--- src/rtl/cpu_run_ctrl.sv ---
// Run/step clock-enable controller: synchronises and debounces run/step, gates the CPU clock enable.
// Optional retired-cycle counter built only when CPU_RUN_CYCLE_CNT_EN is defined; otherwise cycle_cnt reads 0.
module cpu_run_ctrl #(
   parameter int DB_CYCLES = 16,
   parameter int DB_W      = 5,
   parameter int CNT_W     = 16
) (
   input  logic             clk,
   input  logic             rst_n,
   input  logic             run_sw,
   input  logic             step_btn,
   input  logic             halt_req,
   output logic             cpu_en,
   output logic [1:0]       state,
   output logic [CNT_W-1:0] cycle_cnt
);

   typedef enum logic [1:0] {
      ST_HALT    = 2'b00,
      ST_RUN     = 2'b01,
      ST_STEP    = 2'b10,
      ST_STOPPED = 2'b11
   } state_t;

   localparam logic [DB_W-1:0] DB_MAX = DB_W'(DB_CYCLES - 1);

   // bit 0 = run switch, bit 1 = step button
   logic [1:0]            r_s1;
   logic [1:0]            r_s2;
   logic [1:0]            r_db;
   logic [1:0][DB_W-1:0]  r_db_cnt;
   logic                  r_step_db_d;
   state_t                r_state;
   state_t                w_state_nxt;
   logic                  w_cpu_en;
   logic                  w_run_db;
   logic                  w_step_pulse;

   always_ff @(posedge clk or negedge rst_n) begin
      if (!rst_n) begin
         r_s1        <= '0;
         r_s2        <= '0;
         r_db        <= '0;
         r_db_cnt    <= '0;
         r_step_db_d <= 1'b0;
      end else begin
         r_s1        <= {step_btn, run_sw};
         r_s2        <= r_s1;
         r_step_db_d <= r_db[1];
         for (int i = 0; i < 2; i++) begin
            if (r_s2[i] == r_db[i]) begin
               r_db_cnt[i] <= '0;
            end else if (r_db_cnt[i] == DB_MAX) begin
               r_db[i]     <= r_s2[i];
               r_db_cnt[i] <= '0;
            end else begin
               r_db_cnt[i] <= r_db_cnt[i] + 1'b1;
            end
         end
      end
   end

   assign w_run_db     = r_db[0];
   assign w_step_pulse = r_db[1] & ~r_step_db_d;

   always_ff @(posedge clk or negedge rst_n) begin
      if (!rst_n) begin
         r_state <= ST_HALT;
      end else begin
         r_state <= w_state_nxt;
      end
   end

   // cpu_en stays combinational on halt_req so the halting cycle never advances the CPU
   always_comb begin
      w_state_nxt = r_state;
      w_cpu_en    = 1'b0;
      case (r_state)
         ST_HALT: begin
            if (w_run_db) begin
               w_state_nxt = ST_RUN;
            end else if (w_step_pulse) begin
               w_state_nxt = ST_STEP;
            end
         end
         ST_RUN: begin
            w_cpu_en = ~halt_req;
            if (halt_req) begin
               w_state_nxt = ST_STOPPED;
            end else if (!w_run_db) begin
               w_state_nxt = ST_HALT;
            end
         end
         ST_STEP: begin
            w_cpu_en    = 1'b1;
            w_state_nxt = ST_HALT;
         end
         ST_STOPPED: begin
            if (!w_run_db) begin
               w_state_nxt = ST_HALT;
            end
         end
         default: w_state_nxt = ST_HALT;
      endcase
   end

   assign cpu_en = w_cpu_en;
   assign state  = r_state;

`ifdef CPU_RUN_CYCLE_CNT_EN
   logic [CNT_W-1:0] r_cycle_cnt;

   always_ff @(posedge clk or negedge rst_n) begin
      if (!rst_n) begin
         r_cycle_cnt <= '0;
      end else if (w_cpu_en) begin
         r_cycle_cnt <= r_cycle_cnt + 1'b1;
      end
   end

   assign cycle_cnt = r_cycle_cnt;
`else
   assign cycle_cnt = '0;
`endif

endmodule

--- config.mk ---
export PLATFORM = sky130hd
export DESIGN_NAME = cpu_run_ctrl
export DESIGN_NICKNAME = d
export VERILOG_FILES = /design/src/rtl/cpu_run_ctrl.sv
export SDC_FILE = /design/constraint.sdc
export NUM_CORES = 1
export LEC_CHECK = 0
export ABC_AREA = 0
export CORE_ASPECT_RATIO = 1.2
export CORE_MARGIN = 4
export CORE_UTILIZATION = 52
export CTS_CLUSTER_DIAMETER = 200
export DETAILED_ROUTE_END_ITERATION = 10
export GPL_TIMING_DRIVEN = 0
export PLACE_DENSITY = 0.83
export RECOVER_POWER = 50
export SLEW_MARGIN = 10
export SYNTH_ARGS = -nofsm -noshare
export SYNTH_HDL_FRONTEND = slang
export SYNTH_SLANG_ARGS = --single-unit
--- constraint.sdc ---
create_clock -name clk -period 3.7 [get_ports clk]
set_input_delay 0.74 -clock clk [delete_from_list [all_inputs] [get_ports clk]]
set_output_delay 0.74 -clock clk [all_outputs]
set_load 0.005 [all_outputs]
==> results.md, run 1 <==
- Status: completed
- RSZ-0062 raised after global routing: no
- First-pass GRT wire length: approximately 2.4 mm
- Routed via count: about 620
- GRT Overall Usage: a little under an eighth
- Number of synthesis warnings: 0
- Worst min-delay path class: reg2reg
- # rows: 17
- Num ports: 24
- Critical path type: in2out
- 1st-pass router iterations: 4
- Die Area: 0.002714 mm²
- Clk Latency, worst-skew pair: 0.28 ns
- CP endpoint kind: output port
- Vias in the first global route: about 610
- Clock Tree Buf Depth: 2
- PwrDens: ~450 mW/mm²
- Cts hold-fix bufs: 0
- Clock sinks: 19
- Largest net degree at the start of global routing: 20
- Fin Clk Skew: roughly 0.0011 ns
- Worst Path Max Fanout: 3
- Routed length per placed instance: 10.82 µm
- Crit share post-route: between 70% and 80%
- CTS clock-pin slew for the worst setup and hold paths: roughly 0.10 ns
- Final #Nets: 130
- Mean post-synth cell area: 11.10 µm²
- Setup_tns: 0 ns
- #FFs+latches synth: 19
- Vias/cell: approximately 4.6
- Distinct cells, synth: 27
- Post-CTS Resized: 0
- Mapped Cells: between 90 and 100
- Post-CTS Repair Setup Buffers: 0
- Placer congestion estimate: slightly below 0.8
- Overflow left after global routing: 0
- Port-buffer cells: 7
- CP arrival: about 2 ns
- P&R area growth vs syn: 16.36%
- H-Tree Level Count: 1
- Initial Util: between 50% and 60%
- Setup crit start kind: input port
- N_diodes: 0
- Synth Cell Area: slightly above 0.001 mm²
- Antenna violations before repair: 0
- Final WL: around 1.5 mm
- Worst Tran Pin Value: 0.7948 ns
- FMAX: 0.3606 GHz
- Core box area: 0.001851 mm²
- Share of cells above drive strength 1: 18.80%
- Critical Path RT: 2.96 ns
- Clock tree from TritonCTS: built
- ANT nets after route: 0
- Final hold vios: 0
- Final min period: about 2.8 ns
- Max Cap Viol: 0
- CTS buffer count: 3
- R2R Setup Slk: 2.38 ns
- DP HPWL: around 1.2 mm
- Commonest non-fill, non-tap cell in the layout: dfrtp_1
- Worst relative slew slack: ~47%
- Horiz. Die Dim: about 48 µm
- CTS root buf: clkbuf_4
- Final Max Slew Viols: 0
- Max VDD drop: slightly below 300 µV
- Design Power: roughly 0.00053 W
- Initial DRC Count: 9
- Residual DRC count: 0
- Setup violators final: 0
- Die height: 56.27 µm
- Pleak: around 0.64 nW
- Register area share after synthesis: around 47%
- Most frequent cells in the layout: dfrtp_1 (19), buf_4 (16), conb_1 (16)
-- power by group --
group / switching, W / internal [W] / total, W
combinational: 0.0000819 / 0.0000992 / 0.000181
sequential: 0.0000208 / 0.000226 / 0.000247
clock: 0.0000557 / 0.0000418 / 0.0000975
-- critical path, cell delays in order --
cell and delay, ns:
dlygate4sd3_1 0.57, nor2b_1 0.12, o21a_1 0.11, clkdlybuf4s50_1 0.49
-- stage by stage --
stage	worst slack, ns	cell area, µm²	util (%)	instances	hold slack [ns]
2_1_floorplan	1.986	1066	-	106	0.3312
3_3_place_gp	1.048	1160	62.68	132	0.3322
3_5_place_dp	1.037	1160	62.68	132	0.3364
4_1_cts	1.031	1186	64.10	136	0.3659
5_1_grt	0.8593	1175	63.49	136	0.3825
6_report	0.9266	1175	63.49	136	0.3608
-- synth_stat cells --
cell / instances / area [µm²]
dfrtp_1: 19 / 475.5
nor2_1: 6 / 22.52
xor2_1: 5 / 43.79
buf_6: 1 / 11.26
inv_1: 4 / 15.01
a32oi_1: 1 / 8.760
o21ai_2: 1 / 8.760
nand2b_1: 2 / 12.51
a21o_1: 1 / 7.510
o2bb2ai_1: 1 / 8.760
and2_1: 4 / 25.02
nor2_2: 1 / 6.260
nor2b_2: 1 / 8.760
o21a_1: 1 / 7.510
buf_4: 16 / 120.1
o22ai_1: 1 / 6.260
conb_1: 1 / 3.750
nand2_1: 2 / 7.510
nand3_1: 4 / 20.02
a31oi_1: 1 / 6.260
mux2_1: 2 / 22.52
ha_1: 7 / 87.58
xor2_4: 1 / 27.53
a21oi_1: 1 / 5.000
and3_1: 3 / 18.77
o21ai_1: 2 / 10.01
nor2b_1: 2 / 12.51
-- path summary, 6_finish.rpt --
path	start	end	cells after the start
max in group asynchronous	rst_n	r_db_cnt[3]	1
setup reg to reg	state[0]	state[0]	5
setup / recovery	halt_req	cpu_en	4
hold reg to reg	r_s1[1]	r_s2[1]	0
min in group asynchronous	rst_n	r_s2[1]	1
hold / removal	r_s1[1]	r_s2[1]	0
-- logic make-up (layout without fill, tap and decap cells) --
family | after synthesis | count (layout) | share of synthesized area, %
xor+xnor | 6 | 6 | 7.063
simple gates | 25 | 25 | 13.26
flops | 19 | 19 | 47.09
mux | 2 | 2 | 2.230
buf+inv | 21 | 32 | 14.50
other cells | 1 | 16 | 0.3714
compound gates | 10 | 10 | 6.817
fa+ha+maj | 7 | 7 | 8.674
-- cell type report --
type	instances	area, µm²
tap	19	23.77
timing repair buffer	7	70.07
multi-input combinational	66	440.4
fill	152	675.6
buffer	17	123.9
inverter	4	15.01
clock buffer	4	26.28
sequential	19	475.5
-- per-layer routing --
metal / global-route usage, % / routed length, µm
met5: 0 / 0
met4: 6.538 / 10
met3: 1.923 / 137
met2: 19.40 / 735
met1: 13.99 / 587
-- state kept, by name, summed over array words and instances, names as in the netlist --
name,count
r_db,2
r_db_cnt,10
r_s1,2
r_s2,2
r_step_db_d,1
state,2
No activity file was read; power rests on OpenSTA's default activity.
==> inputs of run 2 (changes only) <==
--- a/config.mk
+++ b/config.mk
@@ -8,11 +8,11 @@
 export ABC_AREA = 0
 export CORE_ASPECT_RATIO = 1.2
 export CORE_MARGIN = 4
-export CORE_UTILIZATION = 52
+export CORE_UTILIZATION = 43
 export CTS_CLUSTER_DIAMETER = 200
 export DETAILED_ROUTE_END_ITERATION = 10
 export GPL_TIMING_DRIVEN = 0
-export PLACE_DENSITY = 0.83
+export PLACE_DENSITY = 0.73
 export RECOVER_POWER = 50
 export SLEW_MARGIN = 10
 export SYNTH_ARGS = -nofsm -noshare
==> constraint.sdc (replaced) <==
create_clock -name clk -period 2.41 [get_ports clk]
set_input_delay 0.482 -clock clk [delete_from_list [all_inputs] [get_ports clk]]
set_output_delay 0.482 -clock clk [all_outputs]
set_load 0.005 [all_outputs]
==> run 2 against run 1 <==
Compared with the run above: non-clock buffer count is the same; register-to-register slack worse by 1.3 ns; utilization decreased by 7.9 points; global-route usage fell by 1.1 points; via count rose by 1.9%; die area grew 18%; worst hold slack got worse by 0.0043 ns; combinational power grew 55%; wire length rose by 3.8%; cell count rose by 8.1%; setup slack worse by 0.79 ns; total power is 55% higher.
==> results.md, run 2 (synthesized netlist as in run 1, its figures left out) <==
- Sw frac: 30.57% (+0.43 points)
- Initial Util: 47.19% (-7.4 points)
- Core box area: 0.002140 mm² (+16%)
- Vias/cell: 4.293 (-5.7%)
- Clock tree from TritonCTS: built
- Pleak: 0.6388 nW (-0.15%)
- Commonest non-fill, non-tap cell in the layout: dfrtp_1
- First-pass GRT wire length: 2.594 mm (+9.6%)
- Register Area: 475.5 µm² (unchanged)
- Largest register FFs: 10 (unchanged)
- Residual DRC count: 0 (unchanged)
- Pre-CTS setup slack: 0.2520 ns (-0.7851 ns)
- FMAX: 0.4406 GHz
- Non-Filler Instances: 147 (+8.1%)
- Final #Nets: 130 (unchanged)
- FF-to-FF path depth: 5 (unchanged)
- Horiz. Die Dim: 52.24 µm (+8.3%)
- Initial DRC Count: 3 (-6)
- Setup crit start kind: flop
- Worst min-delay path class: reg2reg
- Most frequent cells in the layout: dfrtp_1 (19), buf_4 (16), conb_1 (16)
- Worst setup endpoint: cpu_en
- Max VDD drop: 341.3 µV (+15%)
- Setup_tns: 0 ns (unchanged)
- Die Area: 0.003191 mm² (+18%)
- P&R area growth vs syn: 17.72%
- Dpl cell area: 0.001174 mm² (+1.2%)
- ANT nets after route: 0 (unchanged)
- Crit path max-delay cell type: clkdlybuf4s50_1
- CTS clock-pin slew for the worst setup and hold paths: 0.10 ns (about the same)
- H-Tree Level Count: 1 (unchanged)
- Clock Power Share: 18.8% (+0.2 points)
- Post-CTS Repair Setup Buffers: 0 (unchanged)
- Reg power frac: 46.7% (-0.3 points)
- Sw Pwr: 0.0002483 W (+57%)
- Placer congestion estimate: 0.7488 (-5.1%)
- Num ports: 24 (unchanged)
- CTS buffer count: 3 (unchanged)
- Final Cell Area: 0.001189 mm² (+1.2%)
- CP cell instances: inv_2, ha_1, nor2b_1, o21a_1, clkdlybuf4s50_1
- Antenna violations before repair: 0 (unchanged)
- Worst Tran Pin Value: 0.8343 ns (+0.03944 ns)
- Die height: 61.08 µm (+8.5%)
- Top delay family on crit path: buffers and inverters
- Final hold vios: 0 (unchanged)
- CP endpoint kind: output port
- HP Start: r_s1[1]
- Clk Latency, worst-skew pair: 0.28 ns (about the same)
- R2R Setup Slk: 1.10 ns (-1.28 ns)
- Worst Path Max Fanout: 5 (+2)
- GRT Overall Usage: 10.81% (-1.1 points)
- Reg with most FFs: r_db_cnt
- CP peak stage delay: 0.49 ns (-0.08 ns)
- Critical Path RT: 1.93 ns (-1.03 ns)
- Largest net degree at the start of global routing: 20 (unchanged)
- Crit path buffers/inverters: 2 (unchanged)
- RSZ-0062 raised after global routing: no
- 1st-pass router iterations: 4 (unchanged)
- Setup violators final: 0 (unchanged)
- Worst relative slew slack: 44.20% (-2.6 points)
- Cts hold-fix bufs: 0 (unchanged)
- Status: completed
- Power share of the combinational group: 34.6% (about the same)
- N_diodes: 0 (unchanged)
- Clock Tree Buf Depth: 2 (unchanged)
- CTS root buf: clkbuf_4
- Crit share post-route: between 90 and 100%
- Fin Clk Skew: 0.001726 ns (+0.0006598 ns)
- Placed insts: 143 (+8.3%)
- Final min period: roughly 2.3 ns
- Int Pwr: 0.0005640 W (+54%)
- Area of the multi-input gates: 440.4 µm² (unchanged)
- Critical path type: reg2out
- Clock sinks: 19 (unchanged)
- Overflow left after global routing: 0 (unchanged)
- # fillers: 200 (+32%)
- Vias in the first global route: 602 (-1.5%)
- Final WL: 1.527 mm (+3.8%)
- Crit path depth: 5 (+1)
- CP arrival: 1.79 ns (-0.24 ns)
- Port-buffer cells: 7 (unchanged)
- Critical path origin: state[1]
- Fin worst setup slack: 0.1404 ns (-0.7861 ns)
- PwrDens: 683.4 mW/mm² (+53%)
- DP HPWL: 1.220 mm (+2.5%)
- Routed via count: 631 (+1.9%)
- Reg2reg start: state[0]
- Max Cap Viol: 0 (unchanged)
- Share of cells above drive strength 1: 19.66% (+0.85 points)
- RR Endpoint: state[1]
- Post-Route Utilization: 55.56% (-7.9 points)
- Routed length per placed instance: 10.39 µm (-4.0%)
- # rows: 18 (+1)
- Final Max Slew Viols: 0 (unchanged)
==> run 2: worst min-delay path by stage <==
stage	slack, ns	end	cells past startpoint
floorplan	0.19	r_db[0]	0
global placement	0.33	r_s2[0]	0
detailed placement	0.34	r_s2[0]	0
CTS	0.36	r_s2[0]	0
global route	0.37	r_s2[0]	0
finish	0.36	r_s2[1]	0
==> run 2: cell type report <==
cell class                 count  share of cell area [%]
sequential                    19                   40.00
multi-input combinational     66                   37.05
buffer                        17                   10.42
timing repair buffer           7                   5.895
tap                           30                   3.158
clock buffer                   4                   2.211
inverter                       4                   1.263
==> run 2: metal layers <==
layer  part of all wire (%)  vias up  GRT usage, %
met5                      0        -             0
met4                   0.85        0         4.380
met3                    8.1        2         1.937
met2                     51       17         19.21
met1                     40      299         13.01
li1                       -      313             -
==> run 2: timing repair <==
action / CTS / global route
gates resized for setup: 0 / 1
hold endpoints to repair: 0 / 0
endpoints found under the setup margin: 0 / 1
==> run 2: power by group through the flow <==
stage	Clock [W]	Combinational (W)	Sequential, W
6_report	0.000152	0.000281	0.000379
5_1_grt	0.000174	0.000317	0.000385
4_1_cts	0.000161	0.000285	0.000379
3_5_place_dp	0	0.000281	0.000385
3_3_place_gp	0	0.000269	0.000383
2_1_floorplan	0	0.000182	0.000380
==> run 2: through the flow <==
stage / total power [W] / hold WS (ns)
after floorplan: 0.0005623 / 0.1864
after global routing: 0.0008762 / 0.3662
after CTS: 0.0008240 / 0.3625
after detailed placement: 0.0006664 / 0.3379
final: 0.0008124 / 0.3565
after global placement: 0.0006513 / 0.3336
==> inputs of run 3 (changes only) <==
--- a/config.mk
+++ b/config.mk
@@ -9,7 +9,7 @@
 export CORE_ASPECT_RATIO = 1.2
 export CORE_MARGIN = 4
 export CORE_UTILIZATION = 43
-export CTS_CLUSTER_DIAMETER = 200
+export CTS_CLUSTER_DIAMETER = 30
 export DETAILED_ROUTE_END_ITERATION = 10
 export GPL_TIMING_DRIVEN = 0
 export PLACE_DENSITY = 0.73
==> results of run 3 <==
Same layout as run 2: the final DEF is identical, and so are final timing and power.
